**src/rtl/sccb_pkg.sv**
```systemverilog
// Shared types and constants for the SCCB (camera register) write master.
package sccb_pkg;

  typedef enum logic [2:0] {
    ST_IDLE,
    ST_START,
    ST_BITS,
    ST_STOP,
    ST_DONE
  } state_t;

  localparam logic [7:0] DEV_ID_DEFAULT = 8'h42;
  localparam int         BITS_PER_XFER  = 27;

  // Zero-based slot indices of the three don't-care (ack) bits: slots 9, 18, 27 counted from one.
  localparam logic [4:0] DC_SLOT_0 = 5'd8;
  localparam logic [4:0] DC_SLOT_1 = 5'd17;
  localparam logic [4:0] DC_SLOT_2 = 5'd26;
  localparam logic [4:0] LAST_SLOT = 5'(BITS_PER_XFER - 1);

  function automatic logic is_dc_slot(input logic [4:0] slot);
    return (slot == DC_SLOT_0) || (slot == DC_SLOT_1) || (slot == DC_SLOT_2);
  endfunction

endpackage

```
**src/rtl/sccb_master_if.sv**
```systemverilog
// Request/response and SCCB pad signals between a register sequencer and sccb_master.
interface sccb_master_if;
  logic       sccb_start;
  logic [7:0] sccb_addr;
  logic [7:0] sccb_data;
  logic       sccb_done;
  logic       busy;
  logic       sioc;
  logic       siod_out;
  logic       siod_oe;

  modport master (
    input  sccb_start, sccb_addr, sccb_data,
    output sccb_done, busy, sioc, siod_out, siod_oe
  );

  modport slave (
    output sccb_start, sccb_addr, sccb_data,
    input  sccb_done, busy, sioc, siod_out, siod_oe
  );
endinterface

```
**src/rtl/sccb_tick_gen.sv**
```systemverilog
// Quarter-bit tick divider: pulses tick every QTR enabled clocks, held at zero while disabled.
module sccb_tick_gen #(
  parameter int QTR = 2
) (
  input  logic clk,
  input  logic rst_n,
  input  logic en,
  output logic tick
);

  localparam int         W    = (QTR > 1) ? $clog2(QTR) : 1;
  localparam logic [W-1:0] LAST = W'(QTR - 1);

  logic [W-1:0] cnt_q, cnt_d;

  always_comb begin
    cnt_d = cnt_q;
    if (!en || (cnt_q == LAST)) begin
      cnt_d = '0;
    end else begin
      cnt_d = cnt_q + W'(1);
    end
  end

  always_ff @(posedge clk or negedge rst_n) begin
    if (!rst_n) begin
      cnt_q <= '0;
    end else begin
      cnt_q <= cnt_d;
    end
  end

  assign tick = en && (cnt_q == LAST);

endmodule

```
**src/rtl/sccb_master.sv**
```systemverilog
// SCCB 3-phase write master: START, {DEV_ID, addr, data} with unchecked ack slots, STOP, done pulse.
module sccb_master
  import sccb_pkg::*;
#(
  parameter int         CLK_FREQ  = 100_000_000,
  parameter int         SCCB_FREQ = 100_000,
  parameter logic [7:0] DEV_ID    = DEV_ID_DEFAULT
) (
  input logic           clk,
  input logic           rst_n,
  sccb_master_if.master bus
);

  localparam int QTR = CLK_FREQ / (4 * SCCB_FREQ);

  generate
    if (QTR < 1) begin : g_qtr_check
      $error("sccb_master: CLK_FREQ must be at least 4*SCCB_FREQ");
    end
  endgenerate

  state_t                   state_q, state_d;
  logic [1:0]               qtr_q, qtr_d;
  logic [4:0]               bit_q, bit_d;
  logic [BITS_PER_XFER-1:0] shift_q, shift_d;

  logic tick_en;
  logic tick;
  logic sioc_c, siod_out_c, siod_oe_c, done_c;

  // Divider only runs while the bus is being timed, so it restarts cleanly from IDLE.
  assign tick_en = (state_q == ST_START) || (state_q == ST_BITS) || (state_q == ST_STOP);

  sccb_tick_gen #(.QTR(QTR)) u_tick (
    .clk   (clk),
    .rst_n (rst_n),
    .en    (tick_en),
    .tick  (tick)
  );

  always_ff @(posedge clk or negedge rst_n) begin
    if (!rst_n) begin
      state_q <= ST_IDLE;
      qtr_q   <= '0;
      bit_q   <= '0;
      shift_q <= '0;
    end else begin
      state_q <= state_d;
      qtr_q   <= qtr_d;
      bit_q   <= bit_d;
      shift_q <= shift_d;
    end
  end

  always_comb begin
    state_d = state_q;
    qtr_d   = qtr_q;
    bit_d   = bit_q;
    shift_d = shift_q;
    case (state_q)
      ST_IDLE: begin
        qtr_d = '0;
        bit_d = '0;
        if (bus.sccb_start) begin
          // Ack slots are padded with 1 so one shift per slot keeps the phases aligned.
          shift_d = {DEV_ID, 1'b1, bus.sccb_addr, 1'b1, bus.sccb_data, 1'b1};
          state_d = ST_START;
        end
      end
      ST_START: begin
        if (tick) begin
          if (qtr_q == 2'd1) begin
            qtr_d   = '0;
            state_d = ST_BITS;
          end else begin
            qtr_d = qtr_q + 2'd1;
          end
        end
      end
      ST_BITS: begin
        if (tick) begin
          qtr_d = qtr_q + 2'd1;
          if (qtr_q == 2'd3) begin
            shift_d = {shift_q[BITS_PER_XFER-2:0], 1'b1};
            if (bit_q == LAST_SLOT) begin
              state_d = ST_STOP;
            end else begin
              bit_d = bit_q + 5'd1;
            end
          end
        end
      end
      ST_STOP: begin
        if (tick) begin
          if (qtr_q == 2'd2) begin
            qtr_d   = '0;
            state_d = ST_DONE;
          end else begin
            qtr_d = qtr_q + 2'd1;
          end
        end
      end
      ST_DONE: begin
        qtr_d   = '0;
        bit_d   = '0;
        shift_d = '0;
        state_d = ST_IDLE;
      end
      default: begin
        state_d = ST_IDLE;
      end
    endcase
  end

  always_comb begin
    sioc_c     = 1'b1;
    siod_oe_c  = 1'b0;
    siod_out_c = 1'b1;
    done_c     = 1'b0;
    case (state_q)
      ST_START: begin
        siod_oe_c  = 1'b1;
        siod_out_c = 1'b0;
        sioc_c     = (qtr_q == 2'd0);
      end
      ST_BITS: begin
        sioc_c     = qtr_q[1];
        siod_oe_c  = !is_dc_slot(bit_q);
        siod_out_c = shift_q[BITS_PER_XFER-1];
      end
      ST_STOP: begin
        sioc_c     = (qtr_q != 2'd0);
        siod_oe_c  = (qtr_q != 2'd2);
        siod_out_c = (qtr_q == 2'd2);
      end
      ST_DONE: begin
        done_c = 1'b1;
      end
      default: begin
        sioc_c = 1'b1;
      end
    endcase
  end

  assign bus.sioc      = sioc_c;
  assign bus.siod_oe   = siod_oe_c;
  assign bus.siod_out  = siod_out_c;
  assign bus.sccb_done = done_c;
  assign bus.busy      = (state_q != ST_IDLE);

endmodule

```
**src/flat_wrapper.sv**
```systemverilog
// flat-port wrapper written by rule: the top's interface ports become plain ports
module sccb_master_flat import sccb_pkg::*;
#(
  parameter int         CLK_FREQ  = 100_000_000,
  parameter int         SCCB_FREQ = 100_000,
  parameter logic [7:0] DEV_ID    = DEV_ID_DEFAULT
)
  (clk, rst_n, bus_sccb_start, bus_sccb_addr, bus_sccb_data, bus_sccb_done, bus_busy, bus_sioc, bus_siod_out, bus_siod_oe);
  sccb_master_if bus_i ();
  input logic clk;
  input logic rst_n;
  input wire logic [$bits(bus_i.sccb_start)-1:0] bus_sccb_start;
  input wire logic [$bits(bus_i.sccb_addr)-1:0] bus_sccb_addr;
  input wire logic [$bits(bus_i.sccb_data)-1:0] bus_sccb_data;
  output wire logic [$bits(bus_i.sccb_done)-1:0] bus_sccb_done;
  output wire logic [$bits(bus_i.busy)-1:0] bus_busy;
  output wire logic [$bits(bus_i.sioc)-1:0] bus_sioc;
  output wire logic [$bits(bus_i.siod_out)-1:0] bus_siod_out;
  output wire logic [$bits(bus_i.siod_oe)-1:0] bus_siod_oe;
  assign bus_i.sccb_start = bus_sccb_start;
  assign bus_i.sccb_addr = bus_sccb_addr;
  assign bus_i.sccb_data = bus_sccb_data;
  assign bus_sccb_done = bus_i.sccb_done;
  assign bus_busy = bus_i.busy;
  assign bus_sioc = bus_i.sioc;
  assign bus_siod_out = bus_i.siod_out;
  assign bus_siod_oe = bus_i.siod_oe;
  sccb_master #(.CLK_FREQ(CLK_FREQ), .SCCB_FREQ(SCCB_FREQ), .DEV_ID(DEV_ID)) u_core (.clk(clk), .rst_n(rst_n), .bus(bus_i));
endmodule
```
**config.mk**
```make
export PLATFORM = sky130hd
export DESIGN_NAME = sccb_master_flat
export DESIGN_NICKNAME = d
export VERILOG_FILES = /design/src/rtl/sccb_pkg.sv /design/src/rtl/sccb_master_if.sv /design/src/rtl/sccb_tick_gen.sv /design/src/rtl/sccb_master.sv /design/src/flat_wrapper.sv
export SDC_FILE = /design/constraint.sdc
export NUM_CORES = 1
export LEC_CHECK = 0
export BUFFER_PORTS_ARGS = -buffer_cell sky130_fd_sc_hd__buf_2
export CORE_UTILIZATION = 47
export CTS_CLUSTER_DIAMETER = 60
export DETAILED_ROUTE_END_ITERATION = 10
export PLACE_DENSITY = 0.66
export RECOVER_POWER = 100
export SYNTH_ARGS = -nofsm -noshare
export SYNTH_HDL_FRONTEND = slang
export SYNTH_HIERARCHICAL = 1
export SYNTH_SLANG_ARGS = --single-unit
```
**constraint.sdc**
```tcl
create_clock -name clk -period 3.2 [get_ports clk]
set_input_delay 0.96 -clock clk [delete_from_list [all_inputs] [get_ports clk]]
set_output_delay 0.96 -clock clk [all_outputs]
set_load 0.02 [all_outputs]
```
==> impl_metrics.ini, run 1 <==
[routing]
antenna_left = 0
remaining_drc_errors = 0
wl_per_cell_um = 13.8
num_vias = 2053
drtIter0Drc = 162
via_per_inst = 5.50
drt_first_pass_iters = 4
wirelength_mm = 5.16

[finish]
drive_gt1_frac = 0.142
multi_input_area_sq_mm = 0.00126
fin_nets = 332
seq_area_sq_mm = 0.00113
nFillCells = 506
n_antenna_cell = 0
area_delta_synth_final_pct = 8.59

[worst_setup_path]
worstReg2RegEnd = u_core/shift_q[11]
path_cells = clkbuf_2, nor3b_4, o211ai_1, o21ai_0, buf_2
crit_family = flip-flops
critPathBufInv = 2
cp.required_ns = 2.24
endpoint_kind = output pin
critical_path_class = reg2out
reg2regPathDepth = 9
cp-endpoint = bus_siod_oe
cp.arrival_ns = 1.87
worstSetupStartpoint = u_core/state_q[0]
cp_slowest_stage_delay_ns = 0.46
r2r_start = u_core/state_q[2]
rrSetupSlack_ns = 0.56
start_kind = flip-flop
path_depth = 5
crit_slowest_cell = dfrtp_1
path_max_fanout = 14

[synthesis]
synth_cells = 281
ys_types = 48
netlist_area_sq_mm = 0.00256
ys_ff_latch = 45
async_flop_share = 1.00
yosysWarningCount = 6
synth_edf_count = 0
syn_avg_cell_area_sq_um = 9.12
synth_flop_cell = dfrtp_1
synthesis.nets = 311
yosysSeqAreaShare = 0.439

[sta]
fin_hold_ws_ns = 0.510
hold_viol = 0
skew_ns = 0.0101
setup_violations = 0
period_minus_slack_ns = 2.83
drv_slew = 0
post-route-period-util = 0.883
maxSlewHeadroom = 0.284
max_slew.worst_pin.slew_ns = 1.07
rsz0062_at_grt = false
clock.fmax_ghz = 0.354
tns_ns = 0

[floorplan]
placeableCoreArea_sq_mm = 0.00517
die_area_sq_mm = 0.00575
fp.dieH_um = 75.9
row_count = 26
start_util = 0.496
die-width_um = 75.9
ios = 24

[pwr]
power.leakage_uw = 0.00128
powerDensity_mw_per_mm2 = 342
worst_ir_drop_vdd_uv = 188

[global_route]
grt_pass1_wl_mm = 8.52
grt.total_usage = 0.196
grt_pass1_vias = 1834
grt_overflow = 0
grt_max_degree = 54
antenna_found_initial = 0

[place]
globalplace.congestion = 0.774
numPortBuffers = 23
dpl.hpwl_mm = 3.47

[cts]
ctsResizeCount = 0
path_clk_slew_ns = 0.08
cts_tree = yes
clk-insertion-delay-late_ns = 0.30
cts_buffer_depth = 2
post-cts-setup-buffers = 0
clock_sinks = 45
cts_hold_buffers = 0
htreeDepth = 2
root_buffer = clkbuf_8
cts_buffers = 5

[flow_run]
cap_viol_max_count = 0

[outcome]
outcome = complete, no violations

[hold_path]
min_path_type = reg2reg
==> kinds of logic (layout without fill, tap and decap cells) <==
logic type	Yosys count	count (layout)	share of synthesized area
buffers and inverters	32	54	0.0615
XOR/XNOR	6	6	0.0205
AND/OR/NAND/NOR	113	113	0.225
adder cells (fa/ha/maj)	11	11	0.0537
AO/OA/AOI/OAI	72	72	0.191
flip-flops	45	45	0.439
multiplexers	2	2	0.00830
==> placed cells by master, fill, tap and decap left out, types with 2 or more instances in the layout <==
cell type,n
a21oi_1,14
a31oi_1,16
a32oi_1,16
a41o_1,2
and2_1,2
buf_2,19
buf_4,5
clkbuf_1,5
clkbuf_2,2
clkbuf_8,5
clkinvlp_4,2
dfrtp_1,45
ha_1,11
inv_1,14
nand2_1,35
nand2b_1,6
nand3_1,12
nand3b_1,2
nand4b_1,3
nor2_1,35
nor2b_1,2
nor3_1,3
o21ai_0,16
xnor2_1,4
xor2_1,2
==> metal layers <==
metal,global-route usage,share of wire,vias to the layer above
met5,0,0,-
met3,0.0463,0.030,5
li1,-,-,1037
met4,0.0617,0.0083,0
met2,0.307,0.46,33
met1,0.270,0.50,978
==> cell usage after synthesis, types with 4 or more instances <==
master	count	area (sq um)
xnor2_1	4	35.0
o21ai_0	16	80.1
nor2_1	35	131
buf_2	9	45.0
dfrtp_1	45	1130
a21oi_1	13	65.1
ha_1	11	138
inv_1	14	52.6
a32oi_1	16	140
a31oi_1	16	100
nand2b_1	6	37.5
nand3_1	12	60.1
nand2_1	35	131
==> worst reg2reg max path, delay by kind of cell (launching register included) <==
kind                   cells  cell delay, ns
and+or+nand+nor            4            0.92
buffers and inverters      3            0.78
AOI/OAI and AO/OA          2            0.30
DFF                        1            0.57
==> where the power goes <==
part | internal, uW | switching [uW]
combinational | 14.2 | 22.1
clock | 154 | 195
sequential | 568 | 0
total | 736 | 217
==> state kept, by name (all words and copies together) (netlist names) <==
name / flops
u_core/state_q: 3
u_core/qtr_q: 2
u_core/u_tick/cnt_q: 8
u_core/shift_q: 27
u_core/bit_q: 5
==> stage by stage <==
step | std cells | util | power (uW) | worst slack [ns] | instance area [sq um]
global placement | 365 | 0.527 | 617 | 0.729 | 2730
CTS | 373 | 0.544 | 969 | 0.431 | 2810
global route | 373 | 0.538 | 1000 | 0.159 | 2780
finish | 373 | 0.538 | 953 | 0.374 | 2780
floorplan | 281 | - | 591 | 0.764 | 2560
detailed placement | 365 | 0.527 | 617 | 0.636 | 2730
==> worst min-delay path by stage <==
stage,slack [ns],depth (start not counted),to,startpoint
global placement,0.48,2,u_core/shift_q[21],u_core/shift_q[20]
floorplan,0.47,2,u_core/shift_q[0],u_core/shift_q[0]
detailed placement,0.49,2,u_core/shift_q[26],u_core/shift_q[25]
finish,0.51,2,u_core/shift_q[23],u_core/shift_q[22]
CTS,0.52,2,u_core/shift_q[26],u_core/shift_q[25]
global route,0.56,1,u_core/bit_q[2],u_core/bit_q[2]
==> cell type report <==
| cell class | count | area share |
|---|---|---|
| Inverter | 15 | 0.0202 |
| Multi-Input combinational cell | 204 | 0.453 |
| Clock buffer | 6 | 0.0261 |
| Timing Repair Buffer | 31 | 0.0593 |
| Tap cell | 70 | 0.0315 |
| Clock inverter | 2 | 0.00539 |
| Sequential cell | 45 | 0.404 |
Note: power is estimated with default switching activity, not from simulation.
==> run 2: changes to the inputs <==
--- a/config.mk
+++ b/config.mk
@@ -6,10 +6,9 @@
 export NUM_CORES = 1
 export LEC_CHECK = 0
 export BUFFER_PORTS_ARGS = -buffer_cell sky130_fd_sc_hd__buf_2
-export CORE_UTILIZATION = 47
+export CORE_UTILIZATION = 45
 export CTS_CLUSTER_DIAMETER = 60
 export DETAILED_ROUTE_END_ITERATION = 10
-export PLACE_DENSITY = 0.66
 export RECOVER_POWER = 100
 export SYNTH_ARGS = -nofsm -noshare
 export SYNTH_HDL_FRONTEND = slang
==> impl_metrics.ini, run 2 (synthesized netlist as in run 1, its figures left out) <==
[outcome]
outcome = complete, no violations

[sta]
drv_slew = 0
post-route-period-util = 0.904
maxSlewHeadroom = 0.186
max_slew.worst_pin.slew_ns = 1.22
hold_viol = 0
rsz0062_at_grt = false
skew_ns = 0.0143
tns_ns = 0
setup_violations = 0
clock.fmax_ghz = 0.346
period_minus_slack_ns = 2.89

[routing]
num_vias = 2053
via_per_inst = 5.46
drt_first_pass_iters = 4
wl_per_cell_um = 14.2
remaining_drc_errors = 0
wirelength_mm = 5.33
antenna_left = 0
drtIter0Drc = 122

[finish]
area_delta_synth_final_pct = 9.13
layout_common_cells = dfrtp_1 (45), nor2_1 (35), nand2_1 (35), buf_2 (21)
drive_gt1_frac = 0.145
largest_reg_flops = 27
final_area_sq_mm = 0.00280
fin_nets = 333
n_antenna_cell = 0
reg.largest.list = u_core/shift_q (27), u_core/u_tick/cnt_q (8), u_core/bit_q (5)
top_register = u_core/shift_q
final_common_cell = dfrtp_1

[cts]
cts_hold_buffers = 0
clock_sinks = 45
cts_buffer_depth = 2
clk-insertion-delay-late_ns = 0.30
ctsResizeCount = 0
post-cts-setup-buffers = 0
cts_tree = yes
htreeDepth = 2
cts_buffers = 5
path_clk_slew_ns = 0.08
root_buffer = clkbuf_8

[flow_run]
cap_viol_max_count = 0

[worst_setup_path]
rrSetupSlack_ns = 0.59
worstSetupStartpoint = u_core/state_q[0]
cp.required_ns = 2.24
path_max_fanout = 19
start_kind = flip-flop
endpoint_kind = output pin
cp_slowest_stage_delay_ns = 0.52
critical_path_class = reg2out
cp.arrival_ns = 1.93
crit_slowest_cell = inv_1
r2r_start = u_core/state_q[1]
path_cells = buf_4, inv_1, nand3_1, a21o_1, buf_2

[global_route]
grt.total_usage = 0.193
grt_pass1_vias = 1973
antenna_found_initial = 0
grt_pass1_wl_mm = 9.21
grt_overflow = 0
grt_max_degree = 54

[pwr]
powerDensity_mw_per_mm2 = 348
power.leakage_uw = 0.00129
worst_ir_drop_vdd_uv = 258

[floorplan]
fp.dieH_um = 77.5
row_count = 27
start_util = 0.466
ios = 24
die-width_um = 77.5
placeableCoreArea_sq_mm = 0.00551
die_area_sq_mm = 0.00600

[hold_path]
min_path_type = reg2reg
hp-start = u_core/shift_q[0]

[place]
numPortBuffers = 23
globalplace.congestion = 0.759
dpl.hpwl_mm = 3.52
placed_cell_area_sq_mm = 0.00274
-- run 2: changes by cell type in the layout (fill, tap and decap cells not counted), sizes merged --
| cell | delta |
|---|---|
| inv | +1 |
| clkbuf | -3 |
| buf | +3 |
| clkinv | +1 |
| clkinvlp | -1 |
-- run 2: through the flow --
stage               hold WS [ns]  worst slack [ns]  power [uW]  cells   util
floorplan                  0.467             0.764         591    281      -
global placement           0.482             0.758         617    368  0.497
detailed placement         0.485             0.645         617    368  0.497
CTS                        0.515             0.496         995    376  0.514
global route               0.551             0.196        1010    376  0.508
finish                     0.508             0.308         973    376  0.508
-- run 2: power breakdown --
| group | leakage, uW | switching, uW | total (uW) | internal [uW] |
|---|---|---|---|---|
| sequential | 0.000583 | 0 | 568 | 568 |
| combinational | 0.000662 | 22.3 | 36.5 | 14.2 |
| clock | 0.0000447 | 211 | 368 | 158 |
| total | 0.00129 | 233 | 973 | 740 |
-- run 2: worst paths after layout --
path	to	cells after the start
worst max-delay path	bus_siod_out	5
worst min-delay path	u_core/shift_q[0]	2
worst max register to register	u_core/shift_q[23]	10
worst min register to register	u_core/shift_q[0]	2
max in group asynchronous	u_core/shift_q[13]	2
min in group asynchronous	u_core/bit_q[1]	1
-- run 2: critical path, delay by kind of cell, from the launching register on --
family	cells	cell delay (ns)
compound gates	1	0.21
buf+inv	3	0.88
flops	1	0.38
simple gates	1	0.17
-- run 2: cell type report --
| type | count | area (sq um) |
|---|---|---|
| Clock buffer | 5 | 68.8 |
| Clock inverter | 3 | 25.0 |
| Fill cell | 532 | 2710 |
| Inverter | 15 | 56.3 |
| Multi-Input combinational cell | 204 | 1260 |
| Sequential cell | 45 | 1130 |
| Tap cell | 72 | 90.1 |
| Timing Repair Buffer | 32 | 170 |
-- run 2: metal layers --
layer | share of wire | GRT usage | vias up
li1 | - | - | 1040
met1 | 0.51 | 0.265 | 975
met2 | 0.45 | 0.300 | 32
met3 | 0.027 | 0.0388 | 6
met4 | 0.016 | 0.0679 | 0
met5 | 0 | 0 | -
